**src/rtl/lutram_fifo_pkg.sv**
```systemverilog
// Shared constants and sizing helpers for the LUT-RAM backed FIFO.
// The 16x4 geometry matches the ECP5 distributed RAM primitive.
`timescale 1ns/1ps
package lutram_fifo_pkg;

  localparam int LUTRAM_SLICE_W = 4;
  localparam int LUTRAM_SLICE_D = 16;
  localparam int DEFAULT_DEPTH  = 16;

  // The RAM holds DEPTH-1 entries; the output register holds the last one.
  function automatic int ptr_width(input int depth);
    return $clog2(depth - 1);
  endfunction

  function automatic int count_width(input int depth);
    return $clog2(depth) + 1;
  endfunction

  typedef logic [$clog2(DEFAULT_DEPTH):0] count_t;

endpackage

```
**src/rtl/lutram_sdp.sv**
```systemverilog
// Simple dual-port storage: registered write, asynchronous read, built
// from 4-bit wide slices so each slice maps onto a 16x4 LUT RAM.
`timescale 1ns/1ps
module lutram_sdp
  import lutram_fifo_pkg::*;
#(
  parameter int WIDTH = 4,
  parameter int DEPTH = 15,
  parameter int AW    = 4
) (
  input  logic             clk,
  input  logic             we,
  input  logic [AW-1:0]    waddr,
  input  logic [WIDTH-1:0] wdata,
  input  logic [AW-1:0]    raddr,
  output logic [WIDTH-1:0] rdata
);

  localparam int SLICES = WIDTH / LUTRAM_SLICE_W;

  // Deeper configurations cascade several primitives per slice.
  logic depth_cascade_unused;
  assign depth_cascade_unused = (DEPTH > LUTRAM_SLICE_D);

  for (genvar s = 0; s < SLICES; s++) begin : g_slice
    logic [LUTRAM_SLICE_W-1:0] mem [DEPTH];

    always_ff @(posedge clk) begin
      if (we) mem[waddr] <= wdata[s*LUTRAM_SLICE_W +: LUTRAM_SLICE_W];
    end

    assign rdata[s*LUTRAM_SLICE_W +: LUTRAM_SLICE_W] = mem[raddr];
  end

endmodule

```
**src/rtl/lutram_fifo.sv**
```systemverilog
// Synchronous valid/ready FIFO on LUT RAM with a registered output stage.
// Define LUTRAM_FIFO_ALMOST_EN to add registered ALMOST_FULL/ALMOST_EMPTY.
`timescale 1ns/1ps
module lutram_fifo
  import lutram_fifo_pkg::*;
#(
  parameter int WIDTH    = 4,
  parameter int DEPTH    = 16,
  parameter int AF_LEVEL = DEPTH - 2,
  parameter int AE_LEVEL = 2
) (
  input  logic                       CLK,
  input  logic                       RST,
  input  logic [WIDTH-1:0]           WR_DATA,
  input  logic                       WR_VALID,
  output logic                       WR_READY,
  output logic [WIDTH-1:0]           RD_DATA,
  output logic                       RD_VALID,
  input  logic                       RD_READY,
`ifdef LUTRAM_FIFO_ALMOST_EN
  output logic                       ALMOST_FULL,
  output logic                       ALMOST_EMPTY,
`endif
  output logic [$clog2(DEPTH):0]     COUNT
);

  localparam int RAM_D = DEPTH - 1;
  localparam int AW    = ptr_width(DEPTH);
  localparam int CW    = count_width(DEPTH);

  logic [AW-1:0]    wptr;
  logic [AW-1:0]    rptr;
  logic [CW-1:0]    count;
  logic [CW-1:0]    count_next;
  logic [CW-1:0]    ram_used;
  logic [WIDTH-1:0] ram_rdata;
  logic [WIDTH-1:0] rd_data;
  logic             rd_valid;
  logic             full;
  logic             wr_en;
  logic             pop;
  logic             load;

  // RAM depth is not a power of two, so wrap explicitly.
  function automatic logic [AW-1:0] ptr_inc(input logic [AW-1:0] p);
    return (p == AW'(RAM_D - 1)) ? '0 : p + 1'b1;
  endfunction

  assign full     = (count == CW'(DEPTH));
  assign wr_en    = WR_VALID && !full && !RST;
  assign pop      = rd_valid && RD_READY;
  assign ram_used = count - {{(CW-1){1'b0}}, rd_valid};
  assign load     = (ram_used != '0) && (!rd_valid || pop);

  always_comb begin
    count_next = count;
    if (wr_en && !pop)      count_next = count + 1'b1;
    else if (!wr_en && pop) count_next = count - 1'b1;
  end

  lutram_sdp #(
    .WIDTH (WIDTH),
    .DEPTH (RAM_D),
    .AW    (AW)
  ) u_ram (
    .clk   (CLK),
    .we    (wr_en),
    .waddr (wptr),
    .wdata (WR_DATA),
    .raddr (rptr),
    .rdata (ram_rdata)
  );

  always_ff @(posedge CLK) begin
    if (RST) begin
      wptr     <= '0;
      rptr     <= '0;
      count    <= '0;
      rd_valid <= 1'b0;
      rd_data  <= '0;
    end else begin
      count <= count_next;
      if (wr_en) wptr <= ptr_inc(wptr);
      if (load) begin
        rd_data  <= ram_rdata;
        rptr     <= ptr_inc(rptr);
        rd_valid <= 1'b1;
      end else if (pop) begin
        rd_valid <= 1'b0;
      end
    end
  end

`ifdef LUTRAM_FIFO_ALMOST_EN
  always_ff @(posedge CLK) begin
    if (RST) begin
      ALMOST_FULL  <= 1'b0;
      ALMOST_EMPTY <= 1'b1;
    end else begin
      ALMOST_FULL  <= (count_next >= CW'(AF_LEVEL));
      ALMOST_EMPTY <= (count_next <= CW'(AE_LEVEL));
    end
  end
`else
  logic levels_unused;
  assign levels_unused = (AF_LEVEL > DEPTH) || (AE_LEVEL > DEPTH);
`endif

  assign WR_READY = !full;
  assign RD_DATA  = rd_data;
  assign RD_VALID = rd_valid;
  assign COUNT    = count;

  a_wr_valid_known: assert property (@(posedge CLK) !RST |-> !$isunknown(WR_VALID));

endmodule

```
**config.mk**
```make
export PLATFORM = sky130hd
export DESIGN_NAME = lutram_fifo
export DESIGN_NICKNAME = d
export VERILOG_FILES = /design/src/rtl/lutram_fifo_pkg.sv /design/src/rtl/lutram_sdp.sv /design/src/rtl/lutram_fifo.sv
export SDC_FILE = /design/constraint.sdc
export NUM_CORES = 1
export LEC_CHECK = 0
export CAP_MARGIN = 20
export CORE_MARGIN = 4
export CORE_UTILIZATION = 59
export DETAILED_ROUTE_END_ITERATION = 16
export GPL_ROUTABILITY_DRIVEN = 0
export MAX_ROUTING_LAYER = met4
export PLACE_DENSITY = 0.79
export SLEW_MARGIN = 20
export SYNTH_ARGS = -nofsm -noshare
export SYNTH_HDL_FRONTEND = slang
export SYNTH_SLANG_ARGS = --single-unit
```
**constraint.sdc**
```tcl
create_clock -name CLK -period 3.1 [get_ports CLK]
set_clock_uncertainty 0.05 [all_clocks]
set_input_delay 0.465 -clock CLK [delete_from_list [all_inputs] [get_ports CLK]]
set_output_delay 0.465 -clock CLK [all_outputs]
set_load 0.05 [all_outputs]
```
==> flow_metrics.tcl <==
set metrics [dict create \
    status "finished, final reports clean" \
    clockBufferDepth 2 \
    register_area_mm2 0.00216 \
    end_kind "flop" \
    synth_seq_cells 78 \
    fillers 397 \
    cts.clk_slew.worst_paths_ns 0.07 \
    area_growth_pct 13.0 \
    layout-drive-gt1-share 0.155 \
    synth_top_cell_by_area "edfxtp_1" \
    ys_seq_area_frac 0.641 \
    synth_ff_type "edfxtp_1" \
    antenna_found_initial 0 \
    cp.required_ns 3.28 \
    ctsResizeCount 0 \
    boundaryPins 19 \
    slew_headroom 0.521 \
    post_cts_buffers 0 \
    postSynthCellCount 239 \
    drc 0 \
    dieWidth_um 83.6 \
    antenna_cells 0 \
    wire_per_inst_um 18.4 \
    grt_pass1_wl_um 9900 \
    async_reset_ff_frac 0 \
    fmax_mhz 368 \
    drt_first_iter_violations 185 \
    nNetsFinal 273 \
    first_pass_iters 5 \
    hold_buffers 0 \
    htreeDepth 3 \
    vias_per_cell 5.74 \
    synthDistinctLibCells 43 \
    core_mm2 0.00554 \
    grt_overflow 0 \
    rsz0062_at_grt "no" \
    slew_violations 0 \
    insertion_delay_ns 0.34 \
    crit_type "input port to flop" \
    clock-root-buffer "clkbuf_8" \
    grt_pass1_vias 1920 \
    setup_viol 0 \
    num_rows 27 \
    grt_usage 0.193 \
    start_util 0.609 \
    die_area_mm2 0.00699 \
    cts_tree "yes" \
    cts_buffers 9 \
    dr_total_vias 1930 \
    finalCritPeriodShare 0.875 \
    yosysWarningCount 0 \
    routed_wl_um 6170 \
    syn-cell-area_mm2 0.00337 \
    tns_ns 0 \
    syn-num-nets 253 \
    cts_sinks 78 \
    synth-edff-count 60 \
    fin_crit_ns 2.71 \
    placed_area_mm2 0.00361 \
    grt_max_degree 20 \
    portBuffers 18 \
    rrSetupSlack_ns 0.40 \
    powerDensity_mw_per_mm2 866 \
    worst_setup_path_start_kind "input port" \
    synth_area_leaders "edfxtp_1 (53%), dfxtp_1 (11%), mux4_2 (5.3%)" \
    hold_viol 0 \
    power_leakage_nw 1.29 \
    dp.final_hpwl_um 4300 \
    peakVddDrop_v 0.000435 \
    netlist.area_leader.share 0.534 \
    worstHoldPathType "flop to flop" \
    avgSynthCellArea_um2 14.1 \
    dieHeight_um 83.6 \
    maxCapViolCount 0 \
    postRouteAntennaNets 0 \
    worst_pin_slew_ns 0.717 \
    stdcell_area_mm2 0.00381 \
    cp_max_fo 4 \
    multi_input_area_mm2 0.00111 \
    arrival_ns 2.90 \
]
state kept, by name, summed over array words and instances, names as in the netlist:
register / cells
COUNT: 5
rptr: 4
u_ram.g_slice.mem: 60
RD_DATA: 4
wptr: 4
RD_VALID: 1
kinds of logic after synthesis:
family,count (synthesis),share of synthesized area
adder cells (fa/ha/maj),6,0.0245
AO/OA/AOI/OAI,39,0.0745
flip-flops,78,0.641
multiplexers,33,0.131
buffers and inverters,22,0.0315
XOR/XNOR,4,0.0104
AND/OR/NAND/NOR,57,0.0875
where the power goes:
part	internal, mW	leakage, nW	total [mW]	switching (mW)
Combinational	0.525	0.504	1.17	0.643
Sequential	1.22	0.689	1.38	0.164
Clock	0.409	0.101	0.757	0.348
Total	2.15	1.29	3.30	1.15
through the flow:
| step | total power [mW] | setup WS (ns) | cells | util | hold slack [ns] |
|---|---|---|---|---|---|
| detailed placement | 2.58 | 0.0423 | 320 | 0.651 | 0.484 |
| finish | 3.30 | 0.386 | 336 | 0.688 | 0.501 |
| global placement | 2.55 | 0.109 | 320 | 0.651 | 0.478 |
| CTS | 3.33 | 0.393 | 336 | 0.688 | 0.499 |
| global route | 3.48 | 0.273 | 336 | 0.688 | 0.523 |
| floorplan | 2.28 | 0.143 | 239 | - | 0.499 |
worst max-delay path, stage by stage:
cell and delay, ns:
clkdlybuf4s50_1 0.45, inv_1 0.04, a311o_1 0.35, clkinv_2 0.07, ha_1 0.21, inv_1 0.11
ha_1 0.33, a21o_1 0.16, a21oi_1 0.16, mux2i_1 0.21, mux2_2 0.34
metal layers:
layer | vias to the layer above | track usage | wire length, µm
li1 | 930 | - | -
met1 | 944 | 0.243 | 2670
met2 | 47 | 0.307 | 3150
met3 | 9 | 0.0395 | 248
met4 | 0 | 0.0833 | 102
met5 | - | - | 0
final cells by class:
class                      count  area share
multi-input combinational    139       0.290
clock inverter                 2     0.00295
timing repair buffer          23      0.0571
inverter                       8     0.00820
tap                           72      0.0236
clock buffer                  14      0.0512
sequential                    78       0.567
worst paths after layout:
check                  start          to  cells past startpoint
hold reg to reg   RD_DATA[1]  RD_DATA[1]                      2
setup reg to reg    COUNT[2]    COUNT[4]                     10
setup / recovery    WR_VALID    COUNT[4]                     11
hold / removal    RD_DATA[1]  RD_DATA[1]                      2
Yosys cell counts, types with 2 or more instances:
master / count
edfxtp_1: 60
nor2_1: 26
dfxtp_1: 18
mux2i_1: 16
a21oi_1: 12
mux2_2: 9
mux4_2: 8
nand2_1: 8
clkbuf_1: 7
inv_1: 7
ha_1: 5
o21ai_0: 5
a221oi_1: 4
nand2b_1: 4
o21bai_1: 4
o22ai_1: 4
a31oi_1: 3
buf_2: 3
nand3b_1: 3
nor2b_1: 3
nor3_1: 3
a21o_1: 2
buf_6: 2
nand3_1: 2
xnor2_1: 2
xor2_1: 2
cells in the final DEF, fill, tap and decap left out, types with 5 or more instances in the layout:
cell type        count
edfxtp_1            60
nor2_1              26
dfxtp_1             18
clkdlybuf4s50_1     18
mux2i_1             16
a21oi_1             12
clkbuf_8            10
mux2_2               9
nand2_1              8
mux4_2               8
inv_1                7
o21ai_0              5
ha_1                 5
buf_4                5
Note: power is estimated with default switching activity, not from simulation.
